<file path="src/rtl/parking_pkg.sv">
// Shared types and default constants for the parking access controller.
package parking_pkg;

    typedef enum logic [2:0] {
        IDLE,
        WAIT_CODE,
        OPEN,
        BLOCKED,
        ALARM
    } park_state_e;

    localparam logic [15:0] DEF_PIN       = 16'h1234;
    localparam int          DEF_MAX_TRIES = 3;
    localparam int          DEF_TIMEOUT   = 64;
    localparam int          DEF_CAPACITY  = 8;
    localparam int          TRIES_W       = 4;

endpackage

</file>
<file path="src/rtl/parking_occ_counter.sv">
// Saturating up/down vehicle counter; simultaneous up and down cancel out.
module parking_occ_counter
    import parking_pkg::*;
#(
    parameter int CAPACITY = DEF_CAPACITY,
    parameter int OCC_W    = $clog2(CAPACITY + 1)
) (
    input  logic             clk,
    input  logic             rst,
    input  logic             inc,
    input  logic             dec,
    output logic [OCC_W-1:0] count,
    output logic             full
);

    localparam logic [OCC_W-1:0] CAP = OCC_W'(CAPACITY);

    logic [OCC_W-1:0] count_q;
    logic [OCC_W-1:0] count_d;

    always_comb begin
        count_d = count_q;
        if (inc && !dec && count_q != CAP) begin
            count_d = count_q + 1'b1;
        end else if (dec && !inc && count_q != '0) begin
            count_d = count_q - 1'b1;
        end
    end

    always_ff @(posedge clk or posedge rst) begin
        if (rst) begin
            count_q <= '0;
        end else begin
            count_q <= count_d;
        end
    end

    assign count = count_q;
    assign full  = (count_q == CAP);

endmodule

</file>
<file path="src/rtl/parking_controller_param.sv">
// Parking entry gate: PIN check with lockout, code timeout, tailgate alarm
// and occupancy tracking. All control outputs are registered.
module parking_controller_param
    import parking_pkg::*;
#(
    parameter int                CODE_W    = 16,
    parameter logic [CODE_W-1:0] PIN       = CODE_W'(DEF_PIN),
    parameter int                MAX_TRIES = DEF_MAX_TRIES,
    parameter int                TIMEOUT   = DEF_TIMEOUT,
    parameter int                CAPACITY  = DEF_CAPACITY,
    localparam int               OCC_W     = $clog2(CAPACITY + 1)
) (
    input  logic              clk,
    input  logic              rst,
    input  logic              vehicle_arrival,
    input  logic [CODE_W-1:0] code,
    input  logic              code_valid,
    input  logic              vehicle_left,
    input  logic              vehicle_exit,
    output logic              open_gate,
    output logic              close_gate,
    output logic              wrong_pin,
    output logic              blocked_gate,
    output logic              gate_alarm,
    output logic              lot_full,
    output logic [OCC_W-1:0]  occupancy
);

    localparam int                 TMR_W    = $clog2(TIMEOUT + 1);
    localparam logic [TMR_W-1:0]   TMR_LAST = TMR_W'(TIMEOUT - 1);
    localparam logic [TRIES_W-1:0] TRY_MAX  = TRIES_W'(MAX_TRIES);

    park_state_e        state_q, state_d;
    logic [TRIES_W-1:0] tries_q, tries_d;
    logic [TMR_W-1:0]   timer_q, timer_d;
    logic               open_q, open_d;
    logic               close_q, close_d;
    logic               wrong_q, wrong_d;
    logic               block_q, block_d;
    logic               alarm_q, alarm_d;
    logic               occ_inc;
    logic               pin_ok;

    assign pin_ok = code_valid && (code == PIN);

    always_comb begin
        state_d = state_q;
        tries_d = tries_q;
        timer_d = timer_q;
        close_d = 1'b0;
        wrong_d = 1'b0;
        occ_inc = 1'b0;
        unique case (state_q)
            IDLE: begin
                if (vehicle_arrival && !lot_full) begin
                    state_d = WAIT_CODE;
                    timer_d = '0;
                end
            end
            WAIT_CODE: begin
                if (code_valid) begin
                    timer_d = '0;
                    if (code == PIN) begin
                        state_d = OPEN;
                        tries_d = '0;
                    end else begin
                        wrong_d = 1'b1;
                        tries_d = tries_q + 1'b1;
                        if (tries_d >= TRY_MAX) begin
                            state_d = BLOCKED;
                        end
                    end
                end else if (timer_q == TMR_LAST) begin
                    state_d = IDLE;
                    tries_d = '0;
                    timer_d = '0;
                end else begin
                    timer_d = timer_q + 1'b1;
                end
            end
            OPEN: begin
                if (vehicle_left) begin
                    occ_inc = 1'b1;
                    if (vehicle_arrival) begin
                        state_d = ALARM;
                    end else begin
                        state_d = IDLE;
                        close_d = 1'b1;
                    end
                end
            end
            BLOCKED, ALARM: begin
                if (pin_ok) begin
                    state_d = IDLE;
                    tries_d = '0;
                end
            end
            default: state_d = IDLE;
        endcase
        // Level outputs follow the state being entered, giving one-cycle latency.
        open_d  = (state_d == OPEN);
        block_d = (state_d == BLOCKED) || (state_d == ALARM);
        alarm_d = (state_d == ALARM);
    end

    always_ff @(posedge clk or posedge rst) begin
        if (rst) begin
            state_q <= IDLE;
            tries_q <= '0;
            timer_q <= '0;
            open_q  <= 1'b0;
            close_q <= 1'b0;
            wrong_q <= 1'b0;
            block_q <= 1'b0;
            alarm_q <= 1'b0;
        end else begin
            state_q <= state_d;
            tries_q <= tries_d;
            timer_q <= timer_d;
            open_q  <= open_d;
            close_q <= close_d;
            wrong_q <= wrong_d;
            block_q <= block_d;
            alarm_q <= alarm_d;
        end
    end

    parking_occ_counter #(
        .CAPACITY (CAPACITY),
        .OCC_W    (OCC_W)
    ) u_occ (
        .clk   (clk),
        .rst   (rst),
        .inc   (occ_inc),
        .dec   (vehicle_exit),
        .count (occupancy),
        .full  (lot_full)
    );

    assign open_gate    = open_q;
    assign close_gate   = close_q;
    assign wrong_pin    = wrong_q;
    assign blocked_gate = block_q;
    assign gate_alarm   = alarm_q;

endmodule

</file>
<file path="config.mk">
export PLATFORM = sky130hd
export DESIGN_NAME = parking_controller_param
export DESIGN_NICKNAME = d
export VERILOG_FILES = /design/src/rtl/parking_pkg.sv /design/src/rtl/parking_occ_counter.sv /design/src/rtl/parking_controller_param.sv
export SDC_FILE = /design/constraint.sdc
export NUM_CORES = 1
export LEC_CHECK = 0
export ABC_AREA = 1
export CORE_ASPECT_RATIO = 0.75
export CORE_UTILIZATION = 29
export DETAILED_ROUTE_END_ITERATION = 16
export PLACE_DENSITY = 0.56
export RECOVER_POWER = 100
export SLEW_MARGIN = 20
export SYNTH_ARGS = -nofsm -noshare
export SYNTH_HDL_FRONTEND = slang
export SYNTH_SLANG_ARGS = --single-unit
</file>
<file path="constraint.sdc">
create_clock -name clk -period 2.6 [get_ports clk]
set_clock_uncertainty 0.1 [all_clocks]
set_input_delay 0.52 -clock clk [delete_from_list [all_inputs] [get_ports clk]]
set_output_delay 0.52 -clock clk [all_outputs]
set_load 0.02 [all_outputs]
</file>
==> results of run 1 <==
==> power groups by stage <==
stage	Sequential, W	Combinational (W)	Clock (W)
after floorplan	0.000626	0.000455	0
after global placement	0.000587	0.000753	0
after detailed placement	0.000582	0.000759	0
after CTS	0.000576	0.000762	0.000239
after global routing	0.000597	0.000807	0.000258
final	0.000574	0.000708	0.000233
==> critical path, cell delays in order (launching register included) <==
cell and delay [ns]:
dfrtp_1 0.47, nor2_1 0.17, nand3_1 0.11, inv_1 0.09, dlygate4sd3_1 0.67
==> cell families after synthesis <==
logic type / Yosys count / share of synthesized area (%)
AND/OR/NAND/NOR: 83 / 30.8
buffers and inverters: 28 / 7.73
flip-flops: 23 / 42.4
AO/OA/AOI/OAI: 22 / 9.94
adder cells (fa/ha/maj): 6 / 6.08
XOR/XNOR: 4 / 3.13
==> metrics by stage <==
stage	power [W]	instance area (um^2)
3_3_place_gp	0.00134	1760
2_1_floorplan	0.00108	1360
5_1_grt	0.00166	1780
4_1_cts	0.00158	1810
3_5_place_dp	0.00134	1760
6_report	0.00151	1780
==> sequential cells by signal, summed over array words and instances, names as in the netlist <==
register / flops
blocked_gate: 1
open_gate: 1
state_q: 3
gate_alarm: 1
u_occ.count: 4
tries_q: 4
close_gate: 1
timer_q: 7
wrong_pin: 1
==> metal layers <==
metal / vias up / global-route usage, % / part of all wire (%) / wire length (um)
met5: - / 0 / 0 / 0
met4: 0 / 3.83 / 1.4 / 35
met3: 5 / 4.44 / 5.9 / 151
met2: 25 / 16.4 / 38 / 977
met1: 515 / 18.2 / 55 / 1420
li1: 613 / - / - / -
==> cells in the final DEF (no fill, tap or decap), drive strengths merged <==
master / Yosys / final
a21o: 1 / 1
o21ai: 11 / 11
clkdlybuf4s50: 0 / 17
clkinvlp: 0 / 1
ha: 5 / 5
xnor2: 1 / 1
nor4: 1 / 1
o22ai: 1 / 1
dfrtp: 23 / 23
nor2: 13 / 13
buf: 0 / 1
nand3b: 2 / 2
o211ai: 1 / 1
a21oi: 7 / 7
nand3: 17 / 17
xor2: 3 / 3
dlygate4sd3: 0 / 14
a211oi: 1 / 1
clkbuf: 0 / 5
inv: 28 / 28
nor3: 3 / 3
fa: 1 / 1
nand4: 5 / 5
nand2: 42 / 42
==> final timing paths <==
check,endpoint,cells after the start
worst min-delay path,tries_q[3]$_DFFE_PP0P_,2
max in group asynchronous,u_occ.count[2]$_DFFE_PP0P_,3
min in group asynchronous,tries_q[0]$_DFFE_PP0P_,3
worst min register to register,tries_q[3]$_DFFE_PP0P_,2
worst max register to register,u_occ.count[3]$_DFFE_PP0P_,10
worst max-delay path,lot_full,4
==> final cells by class <==
cell class,count,area [um^2],area share (%)
multi-input combinational,115,653,36.7
sequential,23,576,32.3
timing repair buffer,34,325,18.3
inverter,28,105,5.91
tap,57,71.3,4.01
clock buffer,3,41.3,2.32
clock inverter,1,7.51,0.422
==> impl_metrics.json, run 1 <==
{
  "critPathArrivalTime_ns": 1.77,
  "die_height_um": 61.3,
  "synth_edf_count": 0,
  "critPathLaunchType": "register",
  "synth-main-ff-cell": "dfrtp_1",
  "antenna_left": 0,
  "cp.required_ns": 1.98,
  "grt_max_degree": 24,
  "ys_async_sr_fraction_pct": 100,
  "clkLatencyLatePin_ns": 0.27,
  "cts-root-buf": "clkbuf_8",
  "fillers": 474,
  "dpl.cell_count": 257,
  "synth_top_area_cell": "dfrtp_1",
  "gr-total-overflow": 0,
  "tritoncts": "built",
  "reg2reg_slack_ns": 0.54,
  "crit_path_start": "u_occ.count[0]$_DFFE_PP0P_",
  "drcViolationCount": 0,
  "dieArea_um2": 4970,
  "whs_ns": 0.417,
  "dp_slack_ns": -0.000491,
  "routed_wl_mm": 2.58,
  "combPwrFrac_pct": 46.8,
  "grt_pass1_vias": 1007,
  "coreArea_um2": 4490,
  "vias": 1158,
  "holdBufCountCts": 0,
  "routedWlPerCell_um": 9.89,
  "grt_first_pass_wirelength_mm": 4.61,
  "power.internal_w": 0.000865,
  "yosys.cell_types.count": 30,
  "timing.rr.start": "u_occ.count[0]$_DFFE_PP0P_",
  "start_util_pct": 30.2,
  "drive_gt1_share_pct": 9.31,
  "synth_area_leaders": "dfrtp_1, nand2_1, inv_1, nand3_1, ha_1",
  "insertedDiodeCount": 0,
  "slew_viol_final": 0,
  "fmax_mhz": 418,
  "setup_ws_ns": 0.206,
  "avgSynthCellArea_um2": 8.19,
  "first_pass_iters": 4,
  "p_clk_share_pct": 15.4,
  "hp-class": "register to register",
  "cts_resized": 0,
  "rows": 21,
  "cap_violations": 0,
  "grt_usage_pct": 12.3,
  "peakVddDrop_mv": 0.334,
  "synth_common_cells": "nand2_1, dfrtp_1, inv_1, nand3_1, nor2_1",
  "post_layout_nonfiller_instances": 261,
  "fin_crit_sh_pct": 92.1,
  "antenna_found_initial": 0,
  "post_cts_buffers": 0,
  "p_leak_nw": 0.850,
  "min-delay-start": "tries_q[3]$_DFFE_PP0P_",
  "htreeDepth": 1,
  "power_density_nw_per_um2": 851,
  "cts-buffers-inserted": 3,
  "synthCells": 166,
  "cp_max_fo": 5,
  "status": "finished clean",
  "synth_warnings": 0,
  "gp_congestion": 0.772,
  "fin_nets": 233,
  "path_class": "register to output port",
  "clockBufferDepth": 2,
  "rsz0062_at_grt": "no",
  "die_w_um": 81.0,
  "period_minus_slack_ns": 2.39,
  "hold_viol": 0,
  "synth_top_area_share_pct": 42.4,
  "numPortBuffers": 31,
  "area_delta_synth_final_pct": 30.9,
  "ios": 32,
  "yosysMostFrequentCell": "nand2_1",
  "cts_sinks": 23,
  "timing.slew.headroom_pct": 15.2,
  "end_kind": "output port",
  "viasPerCell": 4.44,
  "setup_viol": 0,
  "synth_nets": 194,
  "power.switching_w": 0.000649,
  "pwr-share-seq_pct": 37.9,
  "drt_iter0_drc": 28,
  "tns_ns": 0,
  "worst-slew-pin-transition_ns": 1.27,
  "utilization_pct": 39.6,
  "swShare_pct": 42.9,
  "yosysSeqAreaShare_pct": 42.4,
  "synth-seq-cells": 23,
  "synth_area_um2": 1360,
  "dpl.hpwl_mm": 2.06,
  "clkSlewWorstSetupHoldPaths_ns": 0.09
}
Power figures use the tool's default switching activity.
==> run 2, diff against run 1 <==
--- a/config.mk
+++ b/config.mk
@@ -10,5 +10,5 @@
 export CORE_UTILIZATION = 29
 export DETAILED_ROUTE_END_ITERATION = 16
-export PLACE_DENSITY = 0.56
+export PLACE_DENSITY = 0.58
 export RECOVER_POWER = 100
 export SLEW_MARGIN = 20
==> constraint.sdc (replaced) <==
create_clock -name clk -period 2.1 [get_ports clk]
set_clock_uncertainty 0.1 [all_clocks]
set_input_delay 0.63 -clock clk [delete_from_list [all_inputs] [get_ports clk]]
set_output_delay 0.63 -clock clk [all_outputs]
set_load 0.02 [all_outputs]
==> impl_metrics.json, run 2 (synthesis results as in run 1) <==
{
  "cts-buffers-inserted": 3,
  "dpl.cell_count": 270,
  "start_util_pct": 30.2,
  "dieArea_um2": 4970,
  "tns_ns": 0,
  "min-delay-start": "tries_q[3]$_DFFE_PP0P_",
  "die_height_um": 61.3,
  "antenna_found_initial": 0,
  "final_cell_mix": "nand2_1, dfrtp_1, inv_1",
  "viasPerCell": 4.51,
  "cp_slowest_cell": "clkdlybuf4s50_1",
  "timing.slew.headroom_pct": 60.0,
  "reg2reg_slack_ns": 0.13,
  "post_layout_nonfiller_instances": 275,
  "period_minus_slack_ns": 2.02,
  "hp-class": "register to register",
  "path_class": "register to output port",
  "hold_depth": 2,
  "htreeDepth": 1,
  "fmax_mhz": 495,
  "insertedDiodeCount": 0,
  "setup_viol": 0,
  "critPathLaunchType": "register",
  "total_power_w": 0.00206,
  "drcViolationCount": 0,
  "end_kind": "output port",
  "reg2regPathDepth": 12,
  "gr-total-overflow": 0,
  "area_delta_synth_final_pct": 41.8,
  "rsz0062_at_grt": "yes",
  "cts_sinks": 23,
  "cp_max_fo": 3,
  "routedWlPerCell_um": 10.3,
  "antenna_left": 0,
  "top_register": "timer_q",
  "fin_crit_sh_pct": 96.2,
  "ios": 32,
  "fillers": 456,
  "grt_first_pass_wirelength_mm": 4.66,
  "critPathMaxStageDelay_ns": 0.63,
  "grt_pass1_vias": 1033,
  "drive_gt1_share_pct": 21.6,
  "status": "finished clean",
  "p_leak_nw": 0.918,
  "slew_viol_final": 0,
  "routed_wl_mm": 2.83,
  "numPortBuffers": 31,
  "die_w_um": 81.0,
  "hold_viol": 0,
  "worst-slew-pin-transition_ns": 0.599,
  "gp_congestion": 0.741,
  "r2r-end": "u_occ.count[3]$_DFFE_PP0P_",
  "rows": 21,
  "final_common_cell": "nand2_1",
  "timing.rr.start": "u_occ.count[2]$_DFFE_PP0P_",
  "fin_area_um2": 1930,
  "dpl_cell_area_um2": 1870,
  "crit_path_start": "u_occ.count[3]$_DFFE_PP0P_",
  "cp_cell_sequence": "clkdlybuf4s50_1",
  "grt_usage_pct": 12.3,
  "path_depth": 1,
  "peakVddDrop_mv": 0.399,
  "power_density_nw_per_um2": 1070,
  "dpl.hpwl_mm": 2.25,
  "critPathArrivalTime_ns": 1.29,
  "fin_nets": 247,
  "crit_family": "buffers and inverters",
  "tritoncts": "built",
  "clkLatencyLatePin_ns": 0.26,
  "first_pass_iters": 4,
  "hold_path_end": "tries_q[3]$_DFFE_PP0P_",
  "clkSlewWorstSetupHoldPaths_ns": 0.08,
  "clockBufferDepth": 2,
  "vias": 1241,
  "grt_max_degree": 24,
  "crit_buf_inv": 1,
  "largest_reg_flops": 7,
  "cap_violations": 0,
  "coreArea_um2": 4490,
  "cts-root-buf": "clkbuf_8",
  "drt_iter0_drc": 48,
  "cp.required_ns": 1.37
}
[run 2: cell count changes in the layout (fill, tap and decap cells not counted), sizes merged]
| cell | change |
|---|---|
| dlygate4sd3 | -7 |
| clkbuf | +3 |
| clkdlybuf4s15 | +2 |
| buf | +13 |
| dlygate4sd2 | +2 |
| clkinvlp | -1 |
| clkdlybuf4s50 | +2 |
[run 2: layout make-up]
type                       instances  area [um^2]  share of cell area, %
tap                               57         71.3                   3.70
multi-input combinational        115          706                   36.6
sequential                        23          577                   29.9
clock buffer                       4         45.0                   2.34
timing repair buffer              48          423                   21.9
inverter                          28          105                   5.45
[run 2: repair_timing]
action,in CTS,in global routing
hold buffers,0,0
pin swaps,0,4
gates resized for setup,8,7
gates cloned,0,0
endpoints found under the setup margin,5,4
buffers inserted,0,1
[run 2: tightest hold or removal path: stages, from the launching register on]
cell and delay, ns:
dfrtp_1 0.37, nand2_1 0.06, nand2_1 0.05
[run 2: per-layer routing]
| layer | global-route usage [%] | up-vias | part of all wire [%] |
|---|---|---|---|
| met5 | 0 | - | 0 |
| met4 | 2.30 | 0 | 0.88 |
| met3 | 4.15 | 2 | 5.9 |
| met2 | 16.3 | 33 | 40 |
| met1 | 19.1 | 558 | 53 |
| li1 | - | 648 | - |
[run 2: worst max-delay path by stage]
stage	end	slack (ns)
floorplan	u_occ.count[3]$_DFFE_PP0P_	0.009
global placement	u_occ.count[3]$_DFFE_PP0P_	-0.52
detailed placement	u_occ.count[3]$_DFFE_PP0P_	-0.60
CTS	u_occ.count[3]$_DFFE_PP0P_	0.02
global route	u_occ.count[3]$_DFFE_PP0P_	-0.02
finish	occupancy[3]	0.08
[run 2: where the power goes]
group          leakage, nW  total (W)  internal, W  switching [W]
clock network       0.0228   0.000278     0.000135       0.000142
logic                0.590    0.00110     0.000481       0.000617
registers            0.305   0.000686     0.000572       0.000114
total                0.918    0.00206      0.00119       0.000874
[run 2: stage by stage]
step | hold WS (ns) | worst slack [ns] | util [%]
3_5_place_dp | 0.394 | -0.601 | 41.7
2_1_floorplan | 0.363 | 0.00940 | -
4_1_cts | 0.415 | 0.0152 | 42.7
3_3_place_gp | 0.385 | -0.517 | 41.7
5_1_grt | 0.445 | -0.0230 | 42.9
6_report | 0.407 | 0.0791 | 42.9
==> run 3, diff against run 2 <==
- CELL_PAD_IN_SITES_DETAIL_PLACEMENT: not set -> 0
- CELL_PAD_IN_SITES_GLOBAL_PLACEMENT: not set -> 1
- HOLD_SLACK_MARGIN: not set -> 0.12
- PLACE_DENSITY: 0.58 -> 0.73
- SKIP_LAST_GASP: not set -> 1
==> impl_metrics.json, run 3 (synthesis results as in run 1) <==
{
  "cp.required_ns": 2.18,
  "hold_depth": 2,
  "cp_max_fo": 3,
  "final_cell_mix": "nand2_1, clkdlybuf4s50_1, dfrtp_1",
  "drive_gt1_share_pct": 22.7,
  "coreArea_um2": 4490,
  "gp_congestion": 0.719,
  "power_density_nw_per_um2": 1100,
  "end_kind": "register",
  "drt_iter0_drc": 41,
  "timing.slew.headroom_pct": 61.3,
  "tritoncts": "built",
  "first_pass_iters": 4,
  "worst-slew-pin-transition_ns": 0.580,
  "timing.rr.start": "u_occ.count[0]$_DFFE_PP0P_",
  "fin_nets": 249,
  "path_class": "register to register",
  "fin_crit_sh_pct": 98.5,
  "clkSlewWorstSetupHoldPaths_ns": 0.08,
  "antenna_found_initial": 0,
  "grt_usage_pct": 13.0,
  "dpl.cell_count": 270,
  "hp-class": "register to register",
  "vias": 1223,
  "antenna_left": 0,
  "drcViolationCount": 0,
  "holdBufCountCts": 0,
  "dieArea_um2": 4970,
  "start_util_pct": 30.2,
  "status": "finished clean",
  "dpl.hpwl_mm": 2.28,
  "peakVddDrop_mv": 0.662,
  "p_leak_nw": 0.929,
  "cp_slowest_cell": "dfrtp_2",
  "grt_first_pass_wirelength_mm": 4.99,
  "insertedDiodeCount": 0,
  "final_common_cell": "nand2_1",
  "die_w_um": 81.0,
  "die_height_um": 61.3,
  "reg2regPathDepth": 12,
  "fmax_mhz": 483,
  "ios": 32,
  "grt_pass1_vias": 1101,
  "gr-total-overflow": 0,
  "cts-buffers-inserted": 3,
  "cp_cell_sequence": "nor2_2, nand3_2, inv_1, buf_4, nor3_4, inv_2, ha_4, a21o_1, a21oi_2, nand2_1, o21ai_2, xor2_1",
  "rsz0062_at_grt": "yes",
  "routed_wl_mm": 3.01,
  "area_delta_synth_final_pct": 45.1,
  "numPortBuffers": 31,
  "routedWlPerCell_um": 10.9,
  "critPathArrivalTime_ns": 2.15,
  "clockBufferDepth": 2,
  "reg2reg_slack_ns": 0.03,
  "hold_viol": 0,
  "largest_reg_flops": 7,
  "slew_viol_final": 0,
  "top_register": "timer_q",
  "cts_sinks": 23,
  "critPathMaxStageDelay_ns": 0.41,
  "viasPerCell": 4.42,
  "cts-root-buf": "clkbuf_8",
  "grt_max_degree": 24,
  "min-delay-start": "tries_q[3]$_DFFE_PP0P_",
  "critPathLaunchType": "register",
  "post_layout_nonfiller_instances": 277,
  "setup_viol": 0,
  "tns_ns": 0,
  "cap_violations": 0,
  "r2r-end": "u_occ.count[3]$_DFFE_PP0P_",
  "clkLatencyLatePin_ns": 0.26,
  "htreeDepth": 1,
  "rows": 21,
  "period_minus_slack_ns": 2.07,
  "hold_path_end": "tries_q[3]$_DFFE_PP0P_"
}
## run 3: changes by cell type in the layout (fill, tap and decap cells not counted), sizes merged
| cell | before | now |
|---|---|---|
| buf | 14 | 17 |
| clkbuf | 8 | 6 |
| clkdlybuf4s50 | 19 | 25 |
| dlygate4sd3 | 7 | 1 |
| dlymetal6s2s | 0 | 1 |
## run 3: power breakdown
part | internal [W] | switching [W] | total, W
clock network | 0.000135 | 0.000142 | 0.000278
registers | 0.000572 | 0.000118 | 0.000690
logic | 0.000546 | 0.000661 | 0.00121
total | 0.00125 | 0.000921 | 0.00217
## run 3: metal layers
metal  routed length [um]  vias up  GRT usage, %
li1                     -      643             -
met1                 1630      543          20.5
met2                 1210       35          17.9
met3                  152        2          4.00
met4                   18        0         0.765
met5                    0        -             0
## run 3: how the worst max path moves through the flow
| stage | startpoint | to | slack [ns] |
|---|---|---|---|
| after floorplan | vehicle_left | u_occ.count[3]$_DFFE_PP0P_ | 0.009 |
| after global placement | vehicle_left | u_occ.count[3]$_DFFE_PP0P_ | -0.52 |
| after detailed placement | vehicle_left | u_occ.count[3]$_DFFE_PP0P_ | -0.57 |
| after CTS | u_occ.count[1]$_DFFE_PP0P_ | occupancy[1] | 0.008 |
| after global routing | u_occ.count[0]$_DFFE_PP0P_ | u_occ.count[3]$_DFFE_PP0P_ | -0.11 |
| final | u_occ.count[0]$_DFFE_PP0P_ | u_occ.count[3]$_DFFE_PP0P_ | 0.03 |
## run 3: final cells by class
type | count | area [um^2]
Inverter | 28 | 105
Fill cell | 451 | 2520
Tap cell | 57 | 71.3
Multi-Input combinational cell | 115 | 724
Sequential cell | 23 | 577
Clock buffer | 4 | 45.0
Timing Repair Buffer | 50 | 449
## run 3: stage by stage
step / utilization, % / power, W / area, um^2 / setup WS [ns] / hold WS, ns
after detailed placement: 41.7 / 0.00181 / 1870 / -0.567 / 0.392
after global placement: 41.7 / 0.00179 / 1870 / -0.524 / 0.388
after global routing: 43.9 / 0.00236 / 1970 / -0.109 / 0.455
after floorplan: - / 0.00136 / 1370 / 0.00940 / 0.363
final: 43.9 / 0.00217 / 1970 / 0.0313 / 0.412
after CTS: 42.7 / 0.00208 / 1920 / 0.00796 / 0.412
## run 3: timing repair
action / CTS / global route
setup endpoints to repair: 5 / 4
gates resized for setup: 8 / 8
setup buffers: 0 / 3
pin swaps: 0 / 5
## run 3: worst max-delay path, delay by kind of cell (launching register included)
family	cells	cell delay, ns
AO/OA/AOI/OAI	3	0.42
AND/OR/NAND/NOR	4	0.41
flip-flops	1	0.41
buffers and inverters	3	0.28
adder cells (fa/ha/maj)	1	0.20
XOR/XNOR	1	0.16
